`src/rtl/cmp_pkg.sv`:
```
// ---------------------------------------------------------------------------
// cmp_pkg
// Shared types for the streaming min/max comparator:
//   state_t : frame FSM encoding (IDLE / ACCUM / DONE)
//   gql_t   : one-hot greater / equal / less result of a magnitude compare
// ---------------------------------------------------------------------------
package cmp_pkg;

    typedef enum logic [1:0] {
        IDLE  = 2'd0,
        ACCUM = 2'd1,
        DONE  = 2'd2
    } state_t;

    typedef struct packed {
        logic g;    // a >  b
        logic q;    // a == b
        logic l;    // a <  b
    } gql_t;

endpackage : cmp_pkg

```
`src/rtl/cmp_mag_gql.sv`:
```
// ---------------------------------------------------------------------------
// cmp_mag_gql
// Combinational G/Q/L magnitude comparator, signed or unsigned.
// Ports:
//   a, b        : WIDTH-bit operands
//   signed_mode : 1 = two's complement, 0 = unsigned
//   res         : one-hot {g, q, l} for a versus b
// ---------------------------------------------------------------------------
module cmp_mag_gql
    import cmp_pkg::*;
#(
    parameter int WIDTH = 8
) (
    input  logic [WIDTH-1:0] a,
    input  logic [WIDTH-1:0] b,
    input  logic             signed_mode,
    output gql_t             res
);

    logic [WIDTH-1:0] a_key;
    logic [WIDTH-1:0] b_key;

    // Flipping the sign bit maps two's complement order onto unsigned order,
    // so a single unsigned comparator serves both modes.
    always_comb begin
        a_key            = a;
        b_key            = b;
        a_key[WIDTH-1]   = a[WIDTH-1] ^ signed_mode;
        b_key[WIDTH-1]   = b[WIDTH-1] ^ signed_mode;
        res.g            = (a_key >  b_key);
        res.q            = (a_key == b_key);
        res.l            = (a_key <  b_key);
    end

endmodule : cmp_mag_gql

```
`src/rtl/cmp_stream_minmax.sv`:
```
// ---------------------------------------------------------------------------
// cmp_stream_minmax
// Streaming min/max tracker over a frame of WIDTH-bit samples. Samples come
// in over a valid/ready handshake; the result (min/max values, the index of
// their first occurrence, and a saturating sample count) is held behind a
// res_valid/res_ready handshake until the consumer takes it.
//
// Optional feature macro: CMP_THRESH_EN
//   adds input thresh (latched on the first sample) and output over_cnt
//   (saturating count of samples strictly greater than thresh).
//
// Ports:
//   clk, rst_n               : clock, asynchronous active-low reset
//   in_valid/in_ready        : sample handshake (in_ready is low only in DONE)
//   in_data, in_last         : sample value, end-of-frame marker
//   signed_mode              : compare mode, sampled on the first sample
//   res_valid/res_ready      : result handshake
//   min_val, max_val         : extreme values of the frame
//   min_idx, max_idx         : index of first occurrence of each extreme
//   count, cnt_sat           : accepted samples (saturating), saturation flag
//   thresh, over_cnt         : threshold feature (CMP_THRESH_EN only)
// ---------------------------------------------------------------------------
module cmp_stream_minmax
    import cmp_pkg::*;
#(
    parameter int WIDTH = 8,
    parameter int CNT_W = 8
) (
    input  logic             clk,
    input  logic             rst_n,
    input  logic             in_valid,
    output logic             in_ready,
    input  logic [WIDTH-1:0] in_data,
    input  logic             in_last,
    input  logic             signed_mode,
    output logic             res_valid,
    input  logic             res_ready,
    output logic [WIDTH-1:0] min_val,
    output logic [WIDTH-1:0] max_val,
    output logic [CNT_W-1:0] min_idx,
    output logic [CNT_W-1:0] max_idx,
    output logic [CNT_W-1:0] count,
    output logic             cnt_sat
`ifdef CMP_THRESH_EN
    ,
    input  logic [WIDTH-1:0] thresh,
    output logic [CNT_W-1:0] over_cnt
`endif
);

    localparam logic [CNT_W-1:0] CNT_MAX = {CNT_W{1'b1}};
    localparam logic [CNT_W-1:0] CNT_ONE = CNT_W'(1);

    state_t           state_q;
    logic             mode_q;
    logic             res_valid_q;
    logic [WIDTH-1:0] min_q;
    logic [WIDTH-1:0] max_q;
    logic [CNT_W-1:0] min_idx_q;
    logic [CNT_W-1:0] max_idx_q;
    logic [CNT_W-1:0] count_q;
    logic             cnt_sat_q;
    logic [CNT_W-1:0] count_d;

    logic accept;
    gql_t gql_min;
    gql_t gql_max;

    assign in_ready = (state_q != DONE);
    assign accept   = in_valid & in_ready;

    // Saturating increment; the held value doubles as the index for any
    // sample arriving after saturation.
    assign count_d = (count_q == CNT_MAX) ? CNT_MAX : (count_q + CNT_ONE);

    cmp_mag_gql #(.WIDTH(WIDTH)) u_cmp_min (
        .a           (in_data),
        .b           (min_q),
        .signed_mode (mode_q),
        .res         (gql_min)
    );

    cmp_mag_gql #(.WIDTH(WIDTH)) u_cmp_max (
        .a           (in_data),
        .b           (max_q),
        .signed_mode (mode_q),
        .res         (gql_max)
    );

    // Only "strictly less" of the min compare and "strictly greater" of the
    // max compare matter: ties keep the earlier index.
    logic unused_gql;
    assign unused_gql = ^{gql_min.g, gql_min.q, gql_max.l, gql_max.q};

`ifdef CMP_THRESH_EN
    logic [WIDTH-1:0] thresh_q;
    logic [CNT_W-1:0] over_cnt_q;
    logic [WIDTH-1:0] thr_sel;
    logic             thr_mode_sel;
    gql_t             gql_thr;

    // The first sample of a frame is judged against the live thresh and
    // signed_mode inputs, since they are only being latched on that edge.
    assign thr_sel      = (state_q == IDLE) ? thresh      : thresh_q;
    assign thr_mode_sel = (state_q == IDLE) ? signed_mode : mode_q;

    cmp_mag_gql #(.WIDTH(WIDTH)) u_cmp_thr (
        .a           (in_data),
        .b           (thr_sel),
        .signed_mode (thr_mode_sel),
        .res         (gql_thr)
    );

    logic unused_thr;
    assign unused_thr = ^{gql_thr.q, gql_thr.l};

    always_ff @(posedge clk or negedge rst_n) begin
        if (!rst_n) begin
            thresh_q   <= '0;
            over_cnt_q <= '0;
        end else if (accept) begin
            if (state_q == IDLE) begin
                thresh_q   <= thresh;
                over_cnt_q <= gql_thr.g ? CNT_ONE : '0;
            end else if (gql_thr.g && (over_cnt_q != CNT_MAX)) begin
                over_cnt_q <= over_cnt_q + CNT_ONE;
            end
        end
    end

    assign over_cnt = over_cnt_q;
`endif

    // Frame FSM with all result registers; outputs come straight from flops.
    always_ff @(posedge clk or negedge rst_n) begin
        if (!rst_n) begin
            state_q     <= IDLE;
            mode_q      <= 1'b0;
            res_valid_q <= 1'b0;
            min_q       <= '0;
            max_q       <= '0;
            min_idx_q   <= '0;
            max_idx_q   <= '0;
            count_q     <= '0;
            cnt_sat_q   <= 1'b0;
        end else begin
            case (state_q)
                IDLE: begin
                    if (accept) begin
                        min_q       <= in_data;
                        max_q       <= in_data;
                        min_idx_q   <= '0;
                        max_idx_q   <= '0;
                        count_q     <= CNT_ONE;
                        cnt_sat_q   <= 1'b0;
                        mode_q      <= signed_mode;
                        state_q     <= in_last ? DONE : ACCUM;
                        res_valid_q <= in_last;
                    end
                end
                ACCUM: begin
                    if (accept) begin
                        if (gql_min.l) begin
                            min_q     <= in_data;
                            min_idx_q <= count_q;
                        end
                        if (gql_max.g) begin
                            max_q     <= in_data;
                            max_idx_q <= count_q;
                        end
                        count_q <= count_d;
                        if (count_q == CNT_MAX) begin
                            cnt_sat_q <= 1'b1;
                        end
                        if (in_last) begin
                            state_q     <= DONE;
                            res_valid_q <= 1'b1;
                        end
                    end
                end
                DONE: begin
                    if (res_ready) begin
                        state_q     <= IDLE;
                        res_valid_q <= 1'b0;
                    end
                end
                default: begin
                    state_q     <= IDLE;
                    res_valid_q <= 1'b0;
                end
            endcase
        end
    end

    assign res_valid = res_valid_q;
    assign min_val   = min_q;
    assign max_val   = max_q;
    assign min_idx   = min_idx_q;
    assign max_idx   = max_idx_q;
    assign count     = count_q;
    assign cnt_sat   = cnt_sat_q;

endmodule : cmp_stream_minmax

```
`config.mk`:
```
export PLATFORM = sky130hd
export DESIGN_NAME = cmp_stream_minmax
export DESIGN_NICKNAME = d
export VERILOG_FILES = /design/src/rtl/cmp_pkg.sv /design/src/rtl/cmp_mag_gql.sv /design/src/rtl/cmp_stream_minmax.sv
export SDC_FILE = /design/constraint.sdc
export NUM_CORES = 1
export LEC_CHECK = 0
export CAP_MARGIN = 20
export CORE_UTILIZATION = 45
export CTS_BUF_LIST = sky130_fd_sc_hd__clkbuf_2 sky130_fd_sc_hd__clkbuf_4 sky130_fd_sc_hd__clkbuf_8
export CTS_CLUSTER_SIZE = 10
export DETAILED_ROUTE_END_ITERATION = 12
export PLACE_DENSITY = 0.83
export SETUP_SLACK_MARGIN = 0.15
export SLEW_MARGIN = 5
export SYNTH_ARGS = -nofsm -noshare
export SYNTH_HDL_FRONTEND = slang
export SYNTH_SLANG_ARGS = --single-unit
```
`constraint.sdc`:
```
create_clock -name clk -period 3.07 [get_ports clk]
set_clock_uncertainty 0.15 [all_clocks]
set_input_delay 0.614 -clock clk [delete_from_list [all_inputs] [get_ports clk]]
set_output_delay 0.614 -clock clk [all_outputs]
set_load 0.01 [all_outputs]
```
==> summary.md, run 1 <==
| Metric | Value |
|---|---|
| Worst-Skew Late Latency | `300 ps` |
| Initial DRC Count | `157` |
| DR vias/cell | `5.51` |
| Leading cell types in the layout, fill and taps excluded | `clkdlybuf4s50_1 (55), dfrtp_1 (44), nand2_1 (19)` |
| Fmax | `0.357 GHz` |
| Cells along the critical path | `clkdlybuf4s50_1, xor2_1, ha_1, a21oi_1, o21a_1, o31ai_4, a21oi_4, mux2_2` |
| Synthesized instance count | `232` |
| Num ports | `57` |
| Fin cells | `363` |
| ANT nets after route | `0` |
| RSZ-0062 raised after global routing | `false` |
| CTS Buf Count | `5` |
| Yosys warns | `0` |
| Post-DP HPWL | `3840 µm` |
| Drt pass-1 iters | `4` |
| Most common cell after layout, fill and taps aside | `clkdlybuf4s50_1` |
| Initial Utilization | `0.469` |
| CP max FO | `8` |
| Cell Count Post-Placement | `355` |
| Root Driver | `clkbuf_8` |
| Final setup fails | `0` |
| Worst Tran Pin Value | `968 ps` |
| # Post-CTS Setup Buffers | `0` |
| Crit path launch type | `input pin` |
| First-pass GRT wire length | `8800 µm` |
| Status | `complete, no violations` |
| P_leak | `1.44 nW` |
| Layout cells sized above 1 | `0.154` |
| Worst R2R Start | `mode_q$_DFFE_PN0P_` |
| Reg2Reg Setup Slack | `660 ps` |
| Cells on worst reg2reg path | `7` |
| Syn Area/Cell | `10.4 µm²` |
| Final Cycle Share | `0.912` |
| Type of the worst setup path | `input pin to register` |
| Vias in the first global route | `1886` |
| Cts hold-fix bufs | `0` |
| Final hold viol count | `0` |
| Drt drc | `0` |
| P&R area growth vs syn | `30.9%` |
| Antenna violations before repair | `0` |
| Largest net degree at the start of global routing | `45` |
| Htree depth | `2` |
| Count of antenna diodes in the layout | `0` |
| WL final | `5230 µm` |
| Reg2reg end | `min_val[3]$_DFFE_PN0P_` |
| Port Buffers | `56` |
| Via Count | `1999` |
| Die ar. | `5650 µm²` |
| Crit-path slowest cell | `clkdlybuf4s50_1` |
| Die span in x | `75.2 µm` |
| Clk sinks | `44` |
| Seq/Total Area, Yosys | `0.457` |
| Crit path DAT | `2840 ps` |
| CTS tree | `built` |
| Die span in y | `75.2 µm` |
| Cell variety after synth | `38` |
| Yosys reg bits | `44` |
| Endpoint class of the critical path | `register` |
| Global placer's final weighted congestion | `0.869` |
| Netlist Area Pre-Place | `2410 µm²` |
| Gr ovfl total | `0` |
| Max-Cap Viols | `0` |
| Final min period | `2800 ps` |
| Syn_nets | `262` |
| Final nets | `322` |
| IR drop worst, VDD | `399 µV` |
| Clock transition at path regs | `90 ps` |
| CTS max path bufs | `2` |
| CP max stage delay | `520 ps` |
| DP Area | `3060 µm²` |
| Row count | `26` |
| DR WL/cell | `14.4 µm` |
| Max Slew Vio Count | `0` |
| Core Area | `5140 µm²` |
| CTS resizes | `0` |
| Worst min path class | `input pin to async pin` |
| Total GRT Usage | `0.207` |
| Final instance area | `3160 µm²` |
| PwrDens | `759 nW/µm²` |
| Worst EP required | `3110 ps` |
| Worst slew margin | `0.355` |
[state kept, by name (all words and copies together), names as in the netlist]
name,count
mode_q,1
min_idx,8
count,8
cnt_sat,1
state_q,2
max_val,8
min_val,8
max_idx,8
[cell type report]
| type | count | area, µm² |
|---|---|---|
| timing repair buffer | 62 | 601 |
| fill | 453 | 1980 |
| multi-input combinational | 166 | 1220 |
| tap | 70 | 87.6 |
| clock buffer | 5 | 68.8 |
| sequential | 44 | 1100 |
| clock inverter | 3 | 23.8 |
| inverter | 13 | 48.8 |
[routing by layer]
metal	routed length (µm)	vias to the layer above	GRT usage
met5	0	-	0
met4	72	0	0.0556
met3	293	8	0.0455
met2	2520	53	0.333
met1	2350	964	0.285
li1	-	974	-
[power breakdown]
group          internal (mW)  switching, mW
sequential             0.728          0.127
clock                  0.161          0.210
combinational          0.606          0.565
[synthesized netlist by cell type]
library cell / n / area, µm²
nand3_1: 11 / 55.1
nand2_1: 19 / 71.3
o211a_1: 1 / 10.0
o31ai_4: 1 / 21.3
a21oi_4: 1 / 16.3
buf_2: 1 / 5.00
xor2_1: 1 / 8.76
mux2_2: 17 / 191
and3_1: 12 / 75.1
o22ai_1: 1 / 6.26
o22a_1: 1 / 8.76
o21ai_1: 1 / 5.00
o211ai_1: 1 / 7.51
nor2_1: 7 / 26.3
o31a_2: 1 / 10.0
a31oi_1: 1 / 6.26
o21a_1: 4 / 30.0
and2_1: 1 / 6.26
buf_1: 1 / 3.75
a21o_1: 1 / 7.51
a21oi_1: 13 / 65.1
a41oi_1: 1 / 8.76
nor2b_1: 3 / 18.8
inv_1: 13 / 48.8
dfrtp_1: 44 / 1100
nand2b_1: 3 / 18.8
nand4_1: 11 / 68.8
o31ai_1: 1 / 7.51
a2111oi_4: 1 / 27.5
o21ai_2: 1 / 8.76
and3_2: 7 / 52.6
a31o_2: 1 / 8.76
ha_1: 16 / 200
a2bb2oi_1: 1 / 8.76
xnor2_1: 2 / 17.5
o21ai_0: 16 / 80.1
a221o_1: 7 / 70.1
clkbuf_1: 7 / 26.3
[how the worst max path moves through the flow]
stage	from	slack, ps	cells after the start	endpoint
2_1_floorplan	in_data[7]	510	7	max_val[0]$_DFFE_PN0P_
5_1_grt	in_data[7]	160	8	min_val[4]$_DFFE_PN0P_
4_1_cts	in_data[7]	260	8	min_val[3]$_DFFE_PN0P_
3_5_place_dp	in_data[7]	-50	8	min_val[3]$_DFFE_PN0P_
6_report	in_data[7]	270	8	min_val[3]$_DFFE_PN0P_
3_3_place_gp	in_data[7]	30	8	min_val[2]$_DFFE_PN0P_
[worst max-delay path: cells and delay by family]
| family | cells | cell delay, ps |
|---|---|---|
| AOI/OAI and AO/OA | 4 | 780 |
| buffers and inverters | 1 | 520 |
| muxes | 1 | 380 |
| adders and majority gates | 1 | 300 |
| xor gates and xnor gates | 1 | 240 |
[metrics by stage]
stage	hold slack, ps	total power [mW]	setup WS, ps	util	setup TNS, ps
after floorplan	168	1.52	509	-	0
after global placement	343	2.01	26.7	0.596	0
after detailed placement	352	2.04	-52.9	0.596	-379
after CTS	341	2.42	262	0.614	0
after global routing	391	2.58	159	0.614	0
final	306	2.40	271	0.614	0
[logic make-up after synthesis]
group,count (synthesis),synth area share
fa+ha+maj,16,0.0831
simple gates,74,0.163
flops,44,0.457
mux,17,0.0794
compound gates,56,0.172
xor+xnor,3,0.0109
buf+inv,22,0.0348
Note: power is estimated with default switching activity, not from simulation.
==> run 2: changes to the inputs <==
Settings changed: CORE_UTILIZATION 45 to 30, CTS_CLUSTER_DIAMETER set to 60, PLACE_DENSITY 0.83 to 0.63.
==> run 2 against run 1 <==
  * Core utilization down 20 points
  * Register-to-register slack about the same
  * Cell count up 9.1%
  * Critical path depth unchanged
  * Power up 3.4%
  * Count of clock-buffer cells in the layout unchanged
  * First-iteration DRC count down 57%
  * Global-route usage down 6.3 points
  * Design area up 2.1%
  * Wire length up 5.7%
  * Combinational power about the same
==> summary.md, run 2 (synthesis gave the netlist of run 1 again) <==
| Metric | Value |
|---|---|
| Fin cells | `396` |
| CP max FO | `8` |
| Die span in y | `91.6 µm` |
| Seq. cell area | `1100 µm²` |
| Endpoint class of the critical path | `register` |
| Post-DP HPWL | `4140 µm` |
| Vias in the first global route | `1918` |
| Crit path launch type | `input pin` |
| P&R area growth vs syn | `33.7%` |
| Port Buffers | `56` |
| Type of the worst setup path | `input pin to register` |
| P_leak | `1.46 nW` |
| Crit-path slowest cell | `clkdlybuf4s50_1` |
| CTS Buf Count | `5` |
| Row count | `32` |
| Largest net degree at the start of global routing | `37` |
| Count of antenna diodes in the layout | `0` |
| Antenna violations before repair | `0` |
| Dpl ws | `-13.0 ps` |
| Cts hold-fix bufs | `0` |
| Drt pass-1 iters | `5` |
| Cells along the critical path | `clkdlybuf4s50_1, xor2_1, ha_1, a21oi_1, o21a_1, o31ai_4, a21oi_4, mux2_2` |
| Fmax | `0.361 GHz` |
| Worst slew margin | `0.671` |
| Root Driver | `clkbuf_8` |
| Crit path DAT | `2810 ps` |
| Worst EP required | `3110 ps` |
| Cell Count Post-Placement | `388` |
| Total GRT Usage | `0.144` |
| Final worst slack | `302 ps` |
| Die ar. | `8400 µm²` |
| RSZ-0062 raised after global routing | `false` |
| Drt drc | `0` |
| WL final | `5530 µm` |
| Leading cell types in the layout, fill and taps excluded | `clkdlybuf4s50_1 (55), dfrtp_1 (44), nand2_1 (19)` |
| Most common cell after layout, fill and taps aside | `clkdlybuf4s50_1` |
| Multi-input combinational cell area | `1220 µm²` |
| Worst-Skew Late Latency | `300 ps` |
| IR drop worst, VDD | `283 µV` |
| Final setup fails | `0` |
| Core Area | `7770 µm²` |
| Final min period | `2770 ps` |
| First-pass GRT wire length | `9540 µm` |
| Clock transition at path regs | `80 ps` |
| DR WL/cell | `14.0 µm` |
| ANT nets after route | `0` |
| CTS resizes | `0` |
| Gr ovfl total | `0` |
| Htree depth | `2` |
| Num ports | `57` |
| Max-Cap Viols | `0` |
| Worst min path class | `input pin to async pin` |
| Die span in x | `91.6 µm` |
| CP max stage delay | `510 ps` |
| Max Slew Vio Count | `0` |
| Setup TNS | `0 ps` |
| Final Cycle Share | `0.902` |
| Initial DRC Count | `68` |
| Fillers | `769` |
| Via Count | `1959` |
| Clk sinks | `44` |
| PwrDens | `769 nW/µm²` |
| Layout cells sized above 1 | `0.156` |
| Initial Utilization | `0.310` |
| Final hold viol count | `0` |
| CTS max path bufs | `2` |
| DR vias/cell | `4.95` |
| Worst Tran Pin Value | `494 ps` |
| Global placer's final weighted congestion | `0.772` |
| # Post-CTS Setup Buffers | `0` |
| Final nets | `323` |
| CTS tree | `built` |
| Status | `complete, no violations` |
[run 2: changes by cell type in the layout (fill, tap and decap cells not counted), sizes merged]
cell,change
buf,+1
bufinv,+1
clkinvlp,-1
[run 2: where the power goes]
group          internal (mW)  leakage, nW  switching [mW]
Combinational          0.604        0.837           0.563
Sequential             0.728        0.564           0.134
Clock                  0.241       0.0541           0.207
[run 2: critical path, delay by kind of cell]
| kind | cells | cell delay [ps] |
|---|---|---|
| mux | 1 | 370 |
| fa+ha+maj | 1 | 300 |
| buf+inv | 1 | 510 |
| compound gates | 4 | 770 |
| xor+xnor | 1 | 240 |
[run 2: layer usage]
layer / GRT usage / vias up / part of all wire
li1: - / 980 / -
met1: 0.191 / 930 / 0.47
met2: 0.229 / 42 / 0.47
met3: 0.0340 / 7 / 0.042
met4: 0.0529 / 0 / 0.016
met5: 0 / - / 0
[run 2: final timing paths]
| kind | from | endpoint | slack [ps] | cells past startpoint |
|---|---|---|---|---|
| min in group clk | max_idx[2]$_DFFE_PN0P_ | max_idx[2]$_DFFE_PN0P_ | 370 | 2 |
| min reg2reg | max_idx[2]$_DFFE_PN0P_ | max_idx[2]$_DFFE_PN0P_ | 370 | 2 |
| max | in_data[7] | min_val[6]$_DFFE_PN0P_ | 300 | 8 |
| max in group asynchronous | rst_n | count[1]$_DFFE_PN0P_ | 1980 | 2 |
| max reg2reg | mode_q$_DFFE_PN0P_ | min_val[6]$_DFFE_PN0P_ | 670 | 7 |
| min | rst_n | max_val[3]$_DFFE_PN0P_ | 120 | 1 |
[run 2: cell type report]
cell class / count / area share
multi-input cells: 166 / 0.380
well taps: 102 / 0.0396
flip-flops and latches: 44 / 0.342
clock inverters: 3 / 0.0132
clock buffers: 5 / 0.0214
repair buffers: 63 / 0.189
inverters: 13 / 0.0151
[run 2: per-stage QoR]
| stage | hold WS, ps | power (mW) | utilization | cell area (µm²) |
|---|---|---|---|---|
| floorplan | 168 | 1.52 | - | 2410 |
| global placement | 335 | 2.03 | 0.400 | 3110 |
| detailed placement | 348 | 2.05 | 0.400 | 3110 |
| CTS | 124 | 2.51 | 0.415 | 3220 |
| global route | 142 | 2.67 | 0.415 | 3220 |
| finish | 118 | 2.48 | 0.415 | 3220 |
==> run 3: changes to the inputs <==
Settings changed: CORE_UTILIZATION 30 to 51, GPL_TIMING_DRIVEN set to 1, PLACE_DENSITY 0.63 to 0.92, SYNTH_HIERARCHICAL set to 1.
==> run 3 against run 2 <==
  * Synthesized cell count shrank 18%
  * Largest power group unchanged
  * Critical path type unchanged
  * Sequential cell count did not move
  * Via count decreased by 15%
==> summary.md, run 3 <==
| Metric | Value |
|---|---|
| Status | `complete, no violations` |
| Cell family with most CP delay | `buffers and inverters` |
| Netlist Area Pre-Place | `2310 µm²` |
| First-pass GRT wire length | `7980 µm` |
| Reg2Reg Setup Slack | `710 ps` |
| CP max FO | `6` |
| Crit-path slowest cell | `clkdlybuf4s50_1` |
| P&R area growth vs syn | `32.4%` |
| CTS max path bufs | `2` |
| Final nets | `284` |
| Worst-Skew Late Latency | `300 ps` |
| Cts hold-fix bufs | `0` |
| Count of antenna diodes in the layout | `0` |
| DR vias/cell | `5.45` |
| Die span in y | `69.3 µm` |
| CP max stage delay | `550 ps` |
| Final worst slack | `361 ps` |
| Syn Area/Cell | `12.1 µm²` |
| Clock transition at path regs | `80 ps` |
| CTS resizes | `0` |
| Post-DP HPWL | `3400 µm` |
| Row count | `24` |
| Setup TNS | `0 ps` |
| Final min period | `2710 ps` |
| Yosys warns | `6` |
| Dpl ws | `60.4 ps` |
| IR drop worst, VDD | `386 µV` |
| Via Count | `1669` |
| CTS tree | `built` |
| Num ports | `57` |
| Syn_nets | `221` |
| Endpoint class of the critical path | `register` |
| DR WL/cell | `15.7 µm` |
| Worst EP required | `3100 ps` |
| Cell Count Post-Placement | `298` |
| Worst Tran Pin Value | `947 ps` |
| Initial Utilization | `0.530` |
| Worst slew margin | `0.369` |
| PwrDens | `681 nW/µm²` |
| CP bufs+invs | `2` |
| Initial DRC Count | `126` |
| Most common cell after layout, fill and taps aside | `clkdlybuf4s50_1` |
| Crit path launch type | `input pin` |
| Port Buffers | `56` |
| Core Area | `4350 µm²` |
| Global placer's final weighted congestion | `0.806` |
| Final hold viol count | `0` |
| Max Slew Vio Count | `0` |
| Leading cell types in the layout, fill and taps excluded | `clkdlybuf4s50_1 (55), dfrtp_1 (44), mux2_2 (33)` |
| # Post-CTS Setup Buffers | `0` |
| Max-Cap Viols | `0` |
| Final Cycle Share | `0.882` |
| Type of the worst setup path | `input pin to register` |
| Synthesized instance count | `190` |
| Total GRT Usage | `0.211` |
| Drt drc | `0` |
| P_leak | `1.43 nW` |
| Antenna violations before repair | `0` |
| Vias in the first global route | `1628` |
| Layout cells sized above 1 | `0.220` |
| Final setup fails | `0` |
| RSZ-0062 raised after global routing | `false` |
| Cells along the critical path | `clkdlybuf4s50_1, xor2_1, ha_1, a21oi_1, o21ai_0, nor2_1, o21a_1, buf_4, mux2_2` |
| WL final | `4810 µm` |
| ANT nets after route | `0` |
| Fmax | `0.369 GHz` |
| Htree depth | `2` |
| Root Driver | `clkbuf_8` |
| Die ar. | `4800 µm²` |
| CTS Buf Count | `5` |
| Gr ovfl total | `0` |
| Drt pass-1 iters | `5` |
| Crit path DAT | `2740 ps` |
| Fin cells | `306` |
| Largest net degree at the start of global routing | `45` |
| Clk sinks | `44` |
| Worst min path class | `input pin to async pin` |
| Die span in x | `69.3 µm` |
-- run 3: path summary, 6_finish.rpt --
kind / cells past startpoint / start / to
worst min register to register: 1 / max_idx[1]$_DFFE_PN0P_ / max_idx[1]$_DFFE_PN0P_
worst max register to register: 8 / mode_q$_DFFE_PN0P_ / max_val[3]$_DFFE_PN0P_
min in group clk: 1 / max_idx[1]$_DFFE_PN0P_ / max_idx[1]$_DFFE_PN0P_
worst min-delay path: 1 / rst_n / min_idx[3]$_DFFE_PN0P_
worst max-delay path: 9 / in_data[7] / min_val[3]$_DFFE_PN0P_
max in group asynchronous: 1 / rst_n / max_val[0]$_DFFE_PN0P_
-- run 3: final cells by class --
cell class,instances,area [µm²]
multi-input combinational,124,1100
clock buffer,7,96.3
tap,52,65.1
inverter,18,67.6
fill,299,1300
timing repair buffer,60,598
sequential,44,1100
clock inverter,1,30.0
-- run 3: metrics by stage --
step                      total power, mW  cell area [µm²]  hold WS (ps)  utilization
final                                2.08             3060           306        0.702
after global routing                 2.21             3060           376        0.702
after CTS                            2.10             3060           340        0.702
after detailed placement             1.60             2930           344        0.673
after global placement               1.57             2930           337        0.673
after floorplan                      1.25             2310           168            -
-- run 3: layer usage --
metal / vias up / global-route usage / share of wire
li1: 803 / - / -
met1: 803 / 0.282 / 0.46
met2: 54 / 0.320 / 0.47
met3: 9 / 0.0596 / 0.051
met4: 0 / 0.0884 / 0.019
met5: - / 0 / 0
-- run 3: report_power, final --
part	switching [mW]	leakage [nW]	internal (mW)
clock network	0.195	0.0645	0.287
logic	0.360	0.804	0.453
registers	0.101	0.566	0.684
total	0.656	1.43	1.42
